--- config.mk ---
export PLATFORM = sky130hd
export DESIGN_NAME = seq_restoring_divider_flat
export DESIGN_NICKNAME = d
export VERILOG_FILES = /design/src/rtl/seq_restoring_divider_pkg.sv /design/src/rtl/seq_restoring_divider_if.sv /design/src/rtl/seq_restoring_divider_div_step.sv /design/src/rtl/seq_restoring_divider.sv /design/src/flat_wrapper.sv
export SDC_FILE = /design/constraint.sdc
export NUM_CORES = 1
export LEC_CHECK = 0
export ABC_AREA = 1
export ABC_CLOCK_PERIOD_IN_PS = 2300
export CAP_MARGIN = 0
export CORE_MARGIN = 1
export CORE_UTILIZATION = 51
export CTS_BUF_LIST = sky130_fd_sc_hd__clkbuf_16
export CTS_CLUSTER_DIAMETER = 50
export DETAILED_ROUTE_END_ITERATION = 7
export PLACE_DENSITY = 0.79
export SLEW_MARGIN = 30
export SYNTH_ARGS = -nofsm -noshare
export SYNTH_HDL_FRONTEND = slang
export SYNTH_HIERARCHICAL = 1
export SYNTH_SLANG_ARGS = --single-unit
--- constraint.sdc ---
create_clock -name clk -period 2.3 [get_ports clk]
set_input_delay 0.345 -clock clk [delete_from_list [all_inputs] [get_ports clk]]
set_output_delay 0.345 -clock clk [all_outputs]
set_load 0.005 [all_outputs]
--- src/rtl/seq_restoring_divider_pkg.sv ---
// Shared arithmetic-library definitions: FSM encodings and default operand width.
package seq_restoring_divider_pkg;

  localparam int DEFAULT_N = 16;

  typedef enum logic [1:0] {
    IDLE = 2'd0,
    RUN  = 2'd1,
    FIN  = 2'd2
  } state_t;

endpackage

--- src/rtl/seq_restoring_divider_if.sv ---
// Divider request/response bundle. The master is the issuing controller.
interface seq_restoring_divider_if
  import seq_restoring_divider_pkg::*;
#(
  parameter int N = DEFAULT_N
);
  logic         start;
  logic [N-1:0] a;
  logic [N-1:0] b;
  logic         busy;
  logic         done;
  logic [N-1:0] quotient;
  logic [N-1:0] remainder;
  logic         div_by_zero;

  modport master (
    output start, a, b,
    input  busy, done, quotient, remainder, div_by_zero
  );

  modport slave (
    input  start, a, b,
    output busy, done, quotient, remainder, div_by_zero
  );
endinterface

--- src/rtl/seq_restoring_divider_div_step.sv ---
// One restoring-division iteration: shift in a dividend bit, trial-subtract.
module seq_restoring_divider_div_step #(
  parameter int N = 16
) (
  input  logic [N-1:0] rem,
  input  logic         in_bit,
  input  logic [N-1:0] divisor,
  output logic [N-1:0] rem_nxt,
  output logic         q_bit
);
  logic [N:0] shifted;
  logic [N:0] trial;

  // The partial remainder is always < divisor, so a non-negative trial and
  // the restored value both fit back into N bits.
  always_comb begin
    shifted = {rem, in_bit};
    trial   = shifted - {1'b0, divisor};
    q_bit   = ~trial[N];
    rem_nxt = trial[N] ? shifted[N-1:0] : trial[N-1:0];
  end
endmodule

--- src/rtl/seq_restoring_divider.sv ---
// Iterative unsigned restoring divider, one quotient bit per clock.
// FIN also accepts a new start so back-to-back ops complete every N+1 cycles.
module seq_restoring_divider
  import seq_restoring_divider_pkg::*;
#(
  parameter int N = DEFAULT_N
) (
  input logic                   clk,
  input logic                   rst_n,
  seq_restoring_divider_if.slave bus
);
  localparam int CW = $clog2(N);

  state_t        state, state_nxt;
  logic [N-1:0]  rem, q, dvsr;
  logic [N-1:0]  rem_nxt;
  logic          q_bit;
  logic [CW-1:0] cnt;
  logic          dz;
  logic          accept;

  logic          done_r, dz_r;
  logic [N-1:0]  quo_r, rem_r;

  assign accept = bus.start && (state == IDLE || state == FIN);

  seq_restoring_divider_div_step #(.N(N)) u_step (
    .rem     (rem),
    .in_bit  (q[N-1]),
    .divisor (dvsr),
    .rem_nxt (rem_nxt),
    .q_bit   (q_bit)
  );

  // State register
  always_ff @(posedge clk or negedge rst_n) begin
    if (!rst_n) state <= IDLE;
    else        state <= state_nxt;
  end

  // Next-state: zero divisor skips the iteration and goes straight to FIN
  always_comb begin
    state_nxt = state;
    case (state)
      IDLE: if (accept) state_nxt = (bus.b == '0) ? FIN : RUN;
      RUN:  if (cnt == '0) state_nxt = FIN;
      FIN:  begin
        if (accept) state_nxt = (bus.b == '0) ? FIN : RUN;
        else        state_nxt = IDLE;
      end
      default: state_nxt = IDLE;
    endcase
  end

  // Working registers: load on accept, shift/subtract while running.
  // Divide-by-zero preloads the final answer so FIN just copies it out.
  always_ff @(posedge clk or negedge rst_n) begin
    if (!rst_n) begin
      rem  <= '0;
      q    <= '0;
      dvsr <= '0;
      cnt  <= '0;
      dz   <= 1'b0;
    end else if (accept) begin
      dvsr <= bus.b;
      cnt  <= CW'(N-1);
      if (bus.b == '0) begin
        q   <= '1;
        rem <= bus.a;
        dz  <= 1'b1;
      end else begin
        q   <= bus.a;
        rem <= '0;
        dz  <= 1'b0;
      end
    end else if (state == RUN) begin
      rem <= rem_nxt;
      q   <= {q[N-2:0], q_bit};
      if (cnt != '0) cnt <= cnt - 1'b1;
    end
  end

  // Result registers: updated only on the FIN edge, done pulses one cycle
  always_ff @(posedge clk or negedge rst_n) begin
    if (!rst_n) begin
      done_r <= 1'b0;
      quo_r  <= '0;
      rem_r  <= '0;
      dz_r   <= 1'b0;
    end else begin
      done_r <= (state == FIN);
      if (state == FIN) begin
        quo_r <= q;
        rem_r <= rem;
        dz_r  <= dz;
      end
    end
  end

  assign bus.busy        = (state != IDLE);
  assign bus.done        = done_r;
  assign bus.quotient    = quo_r;
  assign bus.remainder   = rem_r;
  assign bus.div_by_zero = dz_r;
endmodule
--- src/flat_wrapper.sv ---
// flat-port wrapper written by rule: the top's interface ports become plain ports
module seq_restoring_divider_flat import seq_restoring_divider_pkg::*;
#(
  parameter int N = DEFAULT_N
)
  (clk, rst_n, bus_start, bus_a, bus_b, bus_busy, bus_done, bus_quotient, bus_remainder, bus_div_by_zero);
  seq_restoring_divider_if #(.N(N)) bus_i ();
  input logic clk;
  input logic rst_n;
  input wire logic [$bits(bus_i.start)-1:0] bus_start;
  input wire logic [$bits(bus_i.a)-1:0] bus_a;
  input wire logic [$bits(bus_i.b)-1:0] bus_b;
  output wire logic [$bits(bus_i.busy)-1:0] bus_busy;
  output wire logic [$bits(bus_i.done)-1:0] bus_done;
  output wire logic [$bits(bus_i.quotient)-1:0] bus_quotient;
  output wire logic [$bits(bus_i.remainder)-1:0] bus_remainder;
  output wire logic [$bits(bus_i.div_by_zero)-1:0] bus_div_by_zero;
  assign bus_i.start = bus_start;
  assign bus_i.a = bus_a;
  assign bus_i.b = bus_b;
  assign bus_busy = bus_i.busy;
  assign bus_done = bus_i.done;
  assign bus_quotient = bus_i.quotient;
  assign bus_remainder = bus_i.remainder;
  assign bus_div_by_zero = bus_i.div_by_zero;
  seq_restoring_divider #(.N(N)) u_core (.clk(clk), .rst_n(rst_n), .bus(bus_i));
endmodule
==> summary.txt, run 1 <==
Detailed routing
  • Routed vias: 5119
  • DRT iter0 DRCs: 363
  • Routed length per instance: 14.5 um
  • DR pass1 iterations: 6
  • Post-route ant nets: 0
  • Post-route DRC: 0
  • Vias/cell: 5.29
  • Final wirelength: 14.0 mm

Place
  • Dpl hpwl: 10.3 mm
  • Worst slack, placed: -0.0474 ns
  • GPL Wtd Cong: 0.911
  • # port buffers: 69
  • DP Area: 6380 um2

Synth
  • Unique cell type count in the Yosys netlist: 34
  • Syn Area/Cell: 7.39 um2
  • Area of the mapped netlist: 5470 um2
  • Syn nets: 793
  • Mapped Cells: 740
  • Synth warn: 6
  • #FFs+latches synth: 89
  • Post-synthesis sequential area ratio: 0.408

Timing
  • Worst relative slew slack: 0.547
  • Final Hold Fails: 10
  • Max Freq: 442 MHz
  • Hold slack: -0.0159 ns
  • Worst Skew: 0.00834 ns
  • Setup violators final: 0
  • Worst-Margin Slew: 0.679 ns
  • Tmin final: 2.26 ns
  • Setup ws final: 0.0390 ns
  • RSZ-0062 raised after global routing: true
  • Period Utilization, post-route: 0.983
  • Max-slew violation count: 0
  • Setup TNS Final: 0 ns

Clock network
  • H-Tree Level Count: 3
  • CTS Buffer Depth: 2
  • CTS tree: yes
  • Skew-Pair Late Insertion Delay: 0.34 ns
  • Root Buffer: clkbuf_16
  • CTS Buf Count: 9
  • Sink Count: 89
  • Post-CTS Hold Buffers: 0
  • Worst-path clk slew: 0.06 ns

GRT
  • Vias in the first global route: 4923
  • First-pass GRT wire length: 23.2 mm
  • Initial antenna violation count: 0
  • Largest net degree at the start of global routing: 49
  • Global route overflow: 0
  • Gr usage total: 0.266

Setup path
  • CP arrival: 2.48 ns
  • Crit path largest cell delay: 0.41 ns
  • Critical path startpoint: u_core/dvsr[0]
  • Setup CP Type: register to register
  • Crit-path most repeated cell: nand2_4
  • CP startpoint kind: register
  • Critical path data required time: 2.52 ns
  • Setup slack, reg-to-reg: 0.04 ns
  • CP cell instances: ha_2 > fa_2 > inv_2 > nand2_2 > nand2_2 > nand3_2 > nand2_4 > nand2_4 > nand2_4 > nand2_4 > buf_12 > nand3_1 > nand2_1 > o21ai_2 > a21oi_2
  • Largest delay share family, worst path: simple AND/OR/NAND/NOR gates
  • Slowest-stage cell, CP: fa_2
  • Critical path endpoint category: register
  • Crit path max fanout: 16
  • Reg2reg start: u_core/dvsr[0]
  • Crit path buffers/inverters: 2

Floorplan
  • Total die area: 11100 um2
  • FP Rows: 37
  • Top Ports: 70
  • Starting Density: 0.527
  • Die Wd: 106 um
  • Die Y: 106 um
  • Core Box Area: 10400 um2

Finish
  • Share of cells above drive strength 1: 0.147
  • Commonest non-fill, non-tap cell in the layout: nand2_1
  • Final instance area: 6830 um2
  • Fin util: 0.658
  • Diode count: 0
  • Most frequent cells in the layout: nand2_1 (265), dfrtp_1 (89), inv_1 (85), clkdlybuf4s50_1 (68), nor2_1 (38)
  • Area grow syn2layout: 24.9%
  • Final nets: 879

Power and ir drop
  • Max VDD drop: 0.688 mV
  • Clock group share of total power: 0.106
  • Pwr dens: 1850 nW/um2
  • Seq pwr share: 0.228
  • Sw Pwr: 6000 uW
  • Combinational Power Share: 0.667
  • Internal power: 6600 uW
  • Sw Ratio: 0.476
  • Static Leak: 0.00362 uW

Outcome
  • Failing checks: negative hold slack
  • Status: finished with violations

Job
  • Max_cap viols: 0

Min path
  • Worst min path class: primary input to asynchronous set/reset pin
-- layout make-up --
type                       instances  area [um2]
timing repair buffer             103        1010
tap                              136         170
multi-input combinational        530        2800
fill                             891        3540
sequential                        89        2230
inverter                          93         349
clock inverter                     7        37.5
clock buffer                       9         225
-- layer usage --
layer	track usage	share of wire	vias to the layer above
met5	0	0	-
met4	0.113	0.028	0
met3	0.0383	0.054	29
met2	0.438	0.48	187
met1	0.350	0.44	2403
li1	-	-	2500
-- power groups by stage --
stage | Sequential, uW | Clock [uW] | Combinational (uW)
floorplan | 2820 | 0 | 5390
global placement | 2850 | 0 | 7180
detailed placement | 2870 | 0 | 7410
CTS | 2860 | 1350 | 7820
global route | 2970 | 1420 | 9270
finish | 2870 | 1330 | 8400
-- cell usage after synthesis --
master,number,share of area
inv_2,7,0.0048
o21a_1,1,0.0014
nor3_4,1,0.0030
clkbuf_1,8,0.0055
buf_4,5,0.0069
nand3_1,32,0.029
nand3_2,2,0.0037
o21ai_0,38,0.035
nor2_2,3,0.0034
nor2_1,38,0.026
xnor2_1,2,0.0032
ha_1,17,0.039
nand2_1,272,0.19
dfrtp_1,89,0.41
and2_1,3,0.0034
inv_1,85,0.058
nand4_1,20,0.023
buf_6,1,0.0021
buf_12,1,0.0037
xor2_1,5,0.0080
nor2_8,2,0.0073
nand3_4,1,0.0032
nand3b_1,18,0.025
buf_2,13,0.012
a21oi_2,1,0.0016
clkinv_1,1,0.00069
a21oi_1,25,0.023
nand2_8,1,0.0037
nand2_4,15,0.031
nand2_2,18,0.021
a21oi_4,1,0.0030
fa_1,1,0.0037
o21ai_1,12,0.011
or2_1,1,0.0011
-- cell families (layout without fill, tap and decap cells) --
logic type | after synthesis | count (layout) | synth area share
and+or+nand+nor | 427 | 427 | 0.370
buffers and inverters | 121 | 212 | 0.0939
adders and majority gates | 18 | 18 | 0.0426
DFF | 89 | 89 | 0.408
AOI/OAI and AO/OA | 78 | 78 | 0.0746
xor gates and xnor gates | 7 | 7 | 0.0112
-- worst paths after layout --
check / cells after the start / endpoint
max in group asynchronous: 2 / u_core/dvsr[4]
worst min register to register: 2 / u_core/bus.quotient[15]
worst min-delay path: 1 / u_core/bus.remainder[3]
min in group clk: 2 / u_core/bus.quotient[15]
worst max register to register: 15 / u_core/rem[4]
worst max-delay path: 15 / u_core/rem[4]
-- metrics by stage --
step           total power (uW)  instances
6_report                  12600        967
5_1_grt                   13700        967
4_1_cts                   12000        964
3_5_place_dp              10300        943
3_3_place_gp              10000        943
2_1_floorplan              8210        740
-- sequential cells by signal, summed over array words and instances, names as in the netlist --
name,flops
u_core/bus.div_by_zero,1
u_core/state,2
u_core/dvsr,16
u_core/cnt,4
u_core/bus.quotient,16
u_core/bus.remainder,16
u_core/bus.done,1
u_core/q,16
u_core/dz,1
u_core/rem,16
-- timing repair --
action | CTS | global route
pin swaps | 1 | 34
buffers inserted | 5 | 3
endpoints found under the hold margin | 0 | 0
resized for setup | 3 | 32
setup endpoints to repair | 10 | 17
Note: power is estimated with default switching activity, not from simulation.
==> run 2, diff against run 1 <==
CAP_MARGIN = 20   (was 0)
==> results of run 2 <==
Same layout as run 1: the final DEF is identical, and so are final timing and power.
==> run 3, diff against run 2 <==
CTS_CLUSTER_DIAMETER = default   (was 50)
==> results of run 3 <==
Same layout as run 1: the final DEF is identical, and so are final timing and power.
